--- src/rtl/chip_test_sequencer.sv ---
// Session controller for the chip-checker testers: launches one selected tester,
// waits for Done or a timeout, holds the verdict for display and keeps pass/fail tallies.
module chip_test_sequencer #(
  parameter int NUM_CHIPS      = 8,
  parameter int SEL_W          = 3,
  parameter int TIMEOUT_CYCLES = 4096,
  parameter int SETTLE_CYCLES  = 2
) (
  input  logic                 Clk,
  input  logic                 Reset,
  input  logic                 Start,
  input  logic                 Ack,
  input  logic [SEL_W-1:0]     Sel,
  input  logic [NUM_CHIPS-1:0] chip_done,
  input  logic [NUM_CHIPS-1:0] chip_rslt,
  output logic [NUM_CHIPS-1:0] chip_run,
  output logic [NUM_CHIPS-1:0] chip_disp_rslt,
  output logic [SEL_W-1:0]     active_sel,
  output logic                 busy,
  output logic                 result_valid,
  output logic                 pass,
  output logic                 timeout,
  output logic                 bad_sel,
  output logic [7:0]           pass_count,
  output logic [7:0]           fail_count
);

  localparam int TMO_W = (TIMEOUT_CYCLES > 2) ? $clog2(TIMEOUT_CYCLES) : 1;
  localparam int STL_W = (SETTLE_CYCLES > 2) ? $clog2(SETTLE_CYCLES) : 1;
  localparam logic [TMO_W-1:0] TMO_LAST = TMO_W'(TIMEOUT_CYCLES - 1);
  localparam logic [STL_W-1:0] STL_LAST = STL_W'(SETTLE_CYCLES - 1);
  localparam logic [SEL_W:0]   SEL_LIMIT = (SEL_W + 1)'(NUM_CHIPS);
  localparam logic [3:0]       REL_LAST = 4'd15;

  typedef enum logic [2:0] {
    S_IDLE,
    S_LAUNCH,
    S_WAIT,
    S_SETTLE,
    S_SHOW,
    S_RELEASE
  } state_t;

  state_t             state;
  logic               start_q;
  logic               ack_q;
  logic [TMO_W-1:0]   tmo_cnt;
  logic [STL_W-1:0]   stl_cnt;
  logic [3:0]         rel_cnt;

  logic               start_rise;
  logic               ack_rise;
  logic               sel_ok;
  logic [NUM_CHIPS-1:0] launch_oh;
  logic [NUM_CHIPS-1:0] sel_oh;
  logic               done_sel;
  logic               rslt_sel;

  function automatic logic [7:0] sat_inc(input logic [7:0] v);
    return (v == 8'hFF) ? v : v + 8'd1;
  endfunction

  // Out-of-range selects shift the one-hot mask to zero, so no tester is ever touched.
  assign start_rise = Start & ~start_q;
  assign ack_rise   = Ack & ~ack_q;
  assign sel_ok     = {1'b0, Sel} < SEL_LIMIT;
  assign launch_oh  = NUM_CHIPS'(1) << Sel;
  assign sel_oh     = NUM_CHIPS'(1) << active_sel;
  assign done_sel   = |(chip_done & sel_oh);
  assign rslt_sel   = |(chip_rslt & sel_oh);

  always_ff @(posedge Clk or posedge Reset) begin
    if (Reset) begin
      state          <= S_IDLE;
      start_q        <= 1'b1;
      ack_q          <= 1'b1;
      tmo_cnt        <= '0;
      stl_cnt        <= '0;
      rel_cnt        <= '0;
      chip_run       <= '0;
      chip_disp_rslt <= '0;
      active_sel     <= '0;
      busy           <= 1'b0;
      result_valid   <= 1'b0;
      pass           <= 1'b0;
      timeout        <= 1'b0;
      bad_sel        <= 1'b0;
      pass_count     <= '0;
      fail_count     <= '0;
    end else begin
      start_q <= Start;
      ack_q   <= Ack;
      case (state)
        S_IDLE: begin
          if (start_rise) begin
            active_sel   <= Sel;
            result_valid <= 1'b0;
            timeout      <= 1'b0;
            bad_sel      <= 1'b0;
            if (sel_ok) begin
              chip_run <= launch_oh;
              busy     <= 1'b1;
              state    <= S_LAUNCH;
            end else begin
              bad_sel      <= 1'b1;
              pass         <= 1'b0;
              fail_count   <= sat_inc(fail_count);
              result_valid <= 1'b1;
              state        <= S_SHOW;
            end
          end
        end

        S_LAUNCH: begin
          chip_run <= '0;
          tmo_cnt  <= '0;
          state    <= S_WAIT;
        end

        S_WAIT: begin
          if (done_sel) begin
            stl_cnt <= '0;
            state   <= S_SETTLE;
          end else if (tmo_cnt == TMO_LAST) begin
            timeout      <= 1'b1;
            pass         <= 1'b0;
            fail_count   <= sat_inc(fail_count);
            result_valid <= 1'b1;
            state        <= S_SHOW;
          end else begin
            tmo_cnt <= tmo_cnt + 1'b1;
          end
        end

        // RSLT is sampled once the settle window closes, even if Done dropped meanwhile.
        S_SETTLE: begin
          if (stl_cnt == STL_LAST) begin
            pass         <= rslt_sel;
            result_valid <= 1'b1;
            if (rslt_sel) pass_count <= sat_inc(pass_count);
            else          fail_count <= sat_inc(fail_count);
            state        <= S_SHOW;
          end else begin
            stl_cnt <= stl_cnt + 1'b1;
          end
        end

        S_SHOW: begin
          if (ack_rise) begin
            if (bad_sel) begin
              state <= S_IDLE;
            end else begin
              chip_disp_rslt <= sel_oh;
              rel_cnt        <= '0;
              state          <= S_RELEASE;
            end
          end
        end

        // A tester stuck in Test never drops Done, so the hold is bounded.
        S_RELEASE: begin
          if (!done_sel || rel_cnt == REL_LAST) begin
            chip_disp_rslt <= '0;
            busy           <= 1'b0;
            state          <= S_IDLE;
          end else begin
            rel_cnt <= rel_cnt + 1'b1;
          end
        end

        default: state <= S_IDLE;
      endcase
    end
  end

endmodule
--- config.mk ---
export PLATFORM = sky130hd
export DESIGN_NAME = chip_test_sequencer
export DESIGN_NICKNAME = d
export VERILOG_FILES = /design/src/rtl/chip_test_sequencer.sv
export SDC_FILE = /design/constraint.sdc
export NUM_CORES = 1
export LEC_CHECK = 0
export BUFFER_PORTS_ARGS = -buffer_cell sky130_fd_sc_hd__clkbuf_2
export CAP_MARGIN = 25
export CORE_MARGIN = 1
export CORE_UTILIZATION = 45
export DETAILED_ROUTE_END_ITERATION = 12
export PLACE_DENSITY_LB_ADDON = 0.3
export RECOVER_POWER = 50
export SLEW_MARGIN = 30
export SYNTH_ARGS = -nofsm -noshare
export SYNTH_HDL_FRONTEND = slang
export SYNTH_SLANG_ARGS = --single-unit
--- constraint.sdc ---
create_clock -name Clk -period 4.42 [get_ports Clk]
set_input_delay 0.221 -clock Clk [delete_from_list [all_inputs] [get_ports Clk]]
set_output_delay 0.221 -clock Clk [all_outputs]
set_load 0.005 [all_outputs]
==> results.yml <==
floorplan:
  die_h_um: 84.1
  rows: 29
  die-width_um: 84.1
  initial_core_util_pct: 47.2
  design.portCount: 63
  die_area_mm2: 0.00707
  coreArea_mm2: 0.00642
routing:
  viasPerCell: 5.69
  vias: 2465
  antenna_left: 0
  drcViolationCount: 12
  first_iter_violations: 189
  drt-pass1-iter-count: 10
  avgRoutedWirePerCell_um: 15.1
  finalWirelength_mm: 6.54
worst_setup_path:
  start_kind: "register"
  critPathRequiredTime_ns: 4.64
  reg2reg_to: "fail_count[1]$_DFFE_PP0P_"
  crit_type: "reg2reg"
  reg2reg_from: "active_sel[0]$_DFFE_PP0P_"
  arrival_ns: 2.73
  crit_fanout: 11
  regToRegSetupSlack_ns: 1.91
  reg2regPathDepth: 5
  setup.worst_path.end_class: "register"
timing:
  hold_viol: 0
  fin_setup_tns_ns: 0
  slew_headroom_pct: 49.0
  max_slew.worst_pin.slew_ns: 0.765
  whs_ns: 0.0823
  rsz0062_at_grt: "no"
  finalCritPeriodShare_pct: 56.7
  fin_skew_ns: 0.00773
  finalSetupViolations: 0
  slew_viol_final: 0
  period_needed_ns: 2.51
  fmax_mhz: 399
logic_synthesis:
  syn_nets: 318
  synthFlopType: "dfrtp_1"
  synth_edf_count: 0
  ys_ff_latch: 61
  synth_area_mm2: 0.00303
  synthArstFlopShare_pct: 100
  avgSynthCellArea_um2: 10.4
  yosys_warnings: 0
  yosysUniqueCellTypes: 50
  netlist_instances: 291
  ys_seq_area_share_pct: 50.4
cells_and_area:
  diodes: 0
  syn2layout_area_growth_pct: 17.9
  drive_gt1_share_pct: 25.0
  finalInstanceArea_mm2: 0.00357
  nets: 378
global_route:
  grt_pass1_vias: 2341
  overflow: 0
  grt_pass1_wl_mm: 11.3
  track_usage_pct: 20.4
  grt_antenna_before_repair: 0
  grt_start_max_net_pins: 62
power_and_ir_drop:
  ir_drop_v: 0.000297
  power_frac_comb_pct: 31.3
  intPower_w: 0.00124
  cellLeakagePower_nw: 1.66
  power.density_mw_per_mm2: 555
  sequentialPowerShare_pct: 44.2
  total_power_w: 0.00198
  switching_share_pct: 37.5
  p_switching_w: 0.000743
  clkPwrFrac_pct: 24.5
clock_network:
  root_buffer: "clkbuf_8"
  path_clk_slew_ns: 0.07
  clock_sinks: 61
  htreeDepth: 3
  post_cts_buffers: 0
  cts.path.max_buffers: 2
  insertion_delay_ns: 0.34
  numCtsBuffers: 9
  cts_tree: "built"
outcome:
  violations: "design-rule violations"
  status: "finished, violations left"
placed_design:
  place_congestion: 0.833
  numPortBuffers: 61
  post_dp_cell_area_mm2: 0.00337
  hpwlAfterDp_mm: 4.51
run:
  maxCapViolations: 0
hold_path:
  min_path_type: "in2async"
==> logic make-up after synthesis <==
| kind of cell | share of synthesized area (%) |
|---|---|
| AOI/OAI and AO/OA | 9.36 |
| xor gates and xnor gates | 6.35 |
| adders and majority gates | 1.65 |
| buffers and inverters | 3.67 |
| DFF | 50.4 |
| muxes | 6.44 |
| other | 0.124 |
| and+or+nand+nor | 22.0 |
==> Yosys cell counts (5+ instances only) <==
master	number	area share (%)
a21oi_1	13	2.1
a32o_1	5	1.7
clkbuf_1	8	0.99
dfrtp_1	59	49
inv_1	6	0.74
mux2i_1	6	2.0
nand2_1	39	4.8
nand3_1	14	2.3
nand4_1	10	2.1
nor2_1	21	2.6
nor3_1	7	1.2
nor4_1	10	2.1
o21ai_0	7	1.2
xnor2_1	14	4.0
xor2_1	8	2.3
==> critical path, cell delays in order, from the launching register on <==
cell	delay, ns
dfrtp_1	0.58
mux4_2	0.60
mux2i_4	0.29
a31oi_2	0.31
nor2_1	0.26
mux2_1	0.34
==> flip-flops by register name, indices dropped and copies added, names as in the netlist <==
signal          flops
busy                1
active_sel          3
stl_cnt             1
chip_disp_rslt      8
ack_q               1
state               3
chip_run            8
start_q             1
pass                1
rel_cnt             4
result_valid        1
tmo_cnt            12
pass_count          8
fail_count          8
timeout             1
==> power by group through the flow <==
stage | Clock, W | Combinational [W] | Sequential [W]
after detailed placement | 0 | 0.000620 | 0.000889
final | 0.000487 | 0.000620 | 0.000878
after CTS | 0.000498 | 0.000625 | 0.000879
after global placement | 0 | 0.000610 | 0.000875
after floorplan | 0 | 0.000502 | 0.000804
after global routing | 0.000518 | 0.000702 | 0.000900
==> worst max-delay path by stage <==
stage,slack (ns),cells past startpoint,from,endpoint
CTS,1.80,5,active_sel[0]$_DFFE_PP0P_,fail_count[1]$_DFFE_PP0P_
global placement,1.87,5,active_sel[0]$_DFFE_PP0P_,fail_count[1]$_DFFE_PP0P_
finish,1.91,5,active_sel[0]$_DFFE_PP0P_,fail_count[1]$_DFFE_PP0P_
global route,1.72,5,active_sel[0]$_DFFE_PP0P_,fail_count[7]$_DFFE_PP0P_
detailed placement,1.80,5,active_sel[0]$_DFFE_PP0P_,fail_count[1]$_DFFE_PP0P_
floorplan,2.28,6,active_sel[0]$_DFFE_PP0P_,tmo_cnt[11]$_DFFE_PP0P_
==> layout make-up <==
| class | instances | area [um^2] |
|---|---|---|
| multi-input cells | 208 | 1410 |
| clock buffers | 11 | 141 |
| fillers | 590 | 2850 |
| flip-flops and latches | 61 | 1530 |
| clock inverters | 5 | 50.0 |
| well taps | 77 | 96.3 |
| repair buffers | 65 | 330 |
| inverters | 6 | 22.5 |
==> cells in the final DEF (no fill, tap or decap), types with 7 or more instances in the layout <==
cell type / synthesis / final
a21oi_1: 13 / 13
clkbuf_1: 8 / 8
clkbuf_2: 0 / 53
clkbuf_8: 0 / 10
dfrtp_1: 59 / 59
nand2_1: 39 / 39
nand3_1: 14 / 14
nand4_1: 10 / 10
nor2_1: 21 / 21
nor3_1: 7 / 7
nor4_1: 10 / 9
o21ai_0: 7 / 7
xnor2_1: 14 / 14
xor2_1: 8 / 8
==> through the flow <==
| stage | util, % | std cells | setup slack, ns |
|---|---|---|---|
| 5_1_grt | 55.7 | 433 | 1.72 |
| 3_3_place_gp | 52.3 | 415 | 1.87 |
| 2_1_floorplan | - | 291 | 2.28 |
| 6_report | 55.7 | 433 | 1.91 |
| 3_5_place_dp | 52.4 | 415 | 1.80 |
| 4_1_cts | 55.7 | 433 | 1.80 |
==> what timing repair did <==
action | 4_1_cts | 5_1_grt
resized for setup | 0 | 0
endpoints found under the hold margin | 2 | 0
hold buffers | 2 | 0
==> routing by layer <==
metal	vias to the layer above	share of wire, %	global-route usage [%]
li1	1179	-	-
met1	1206	47	28.4
met2	68	46	30.1
met3	12	5.1	6.73
met4	0	1.7	6.74
met5	-	0	0
Power figures use the tool's default switching activity.
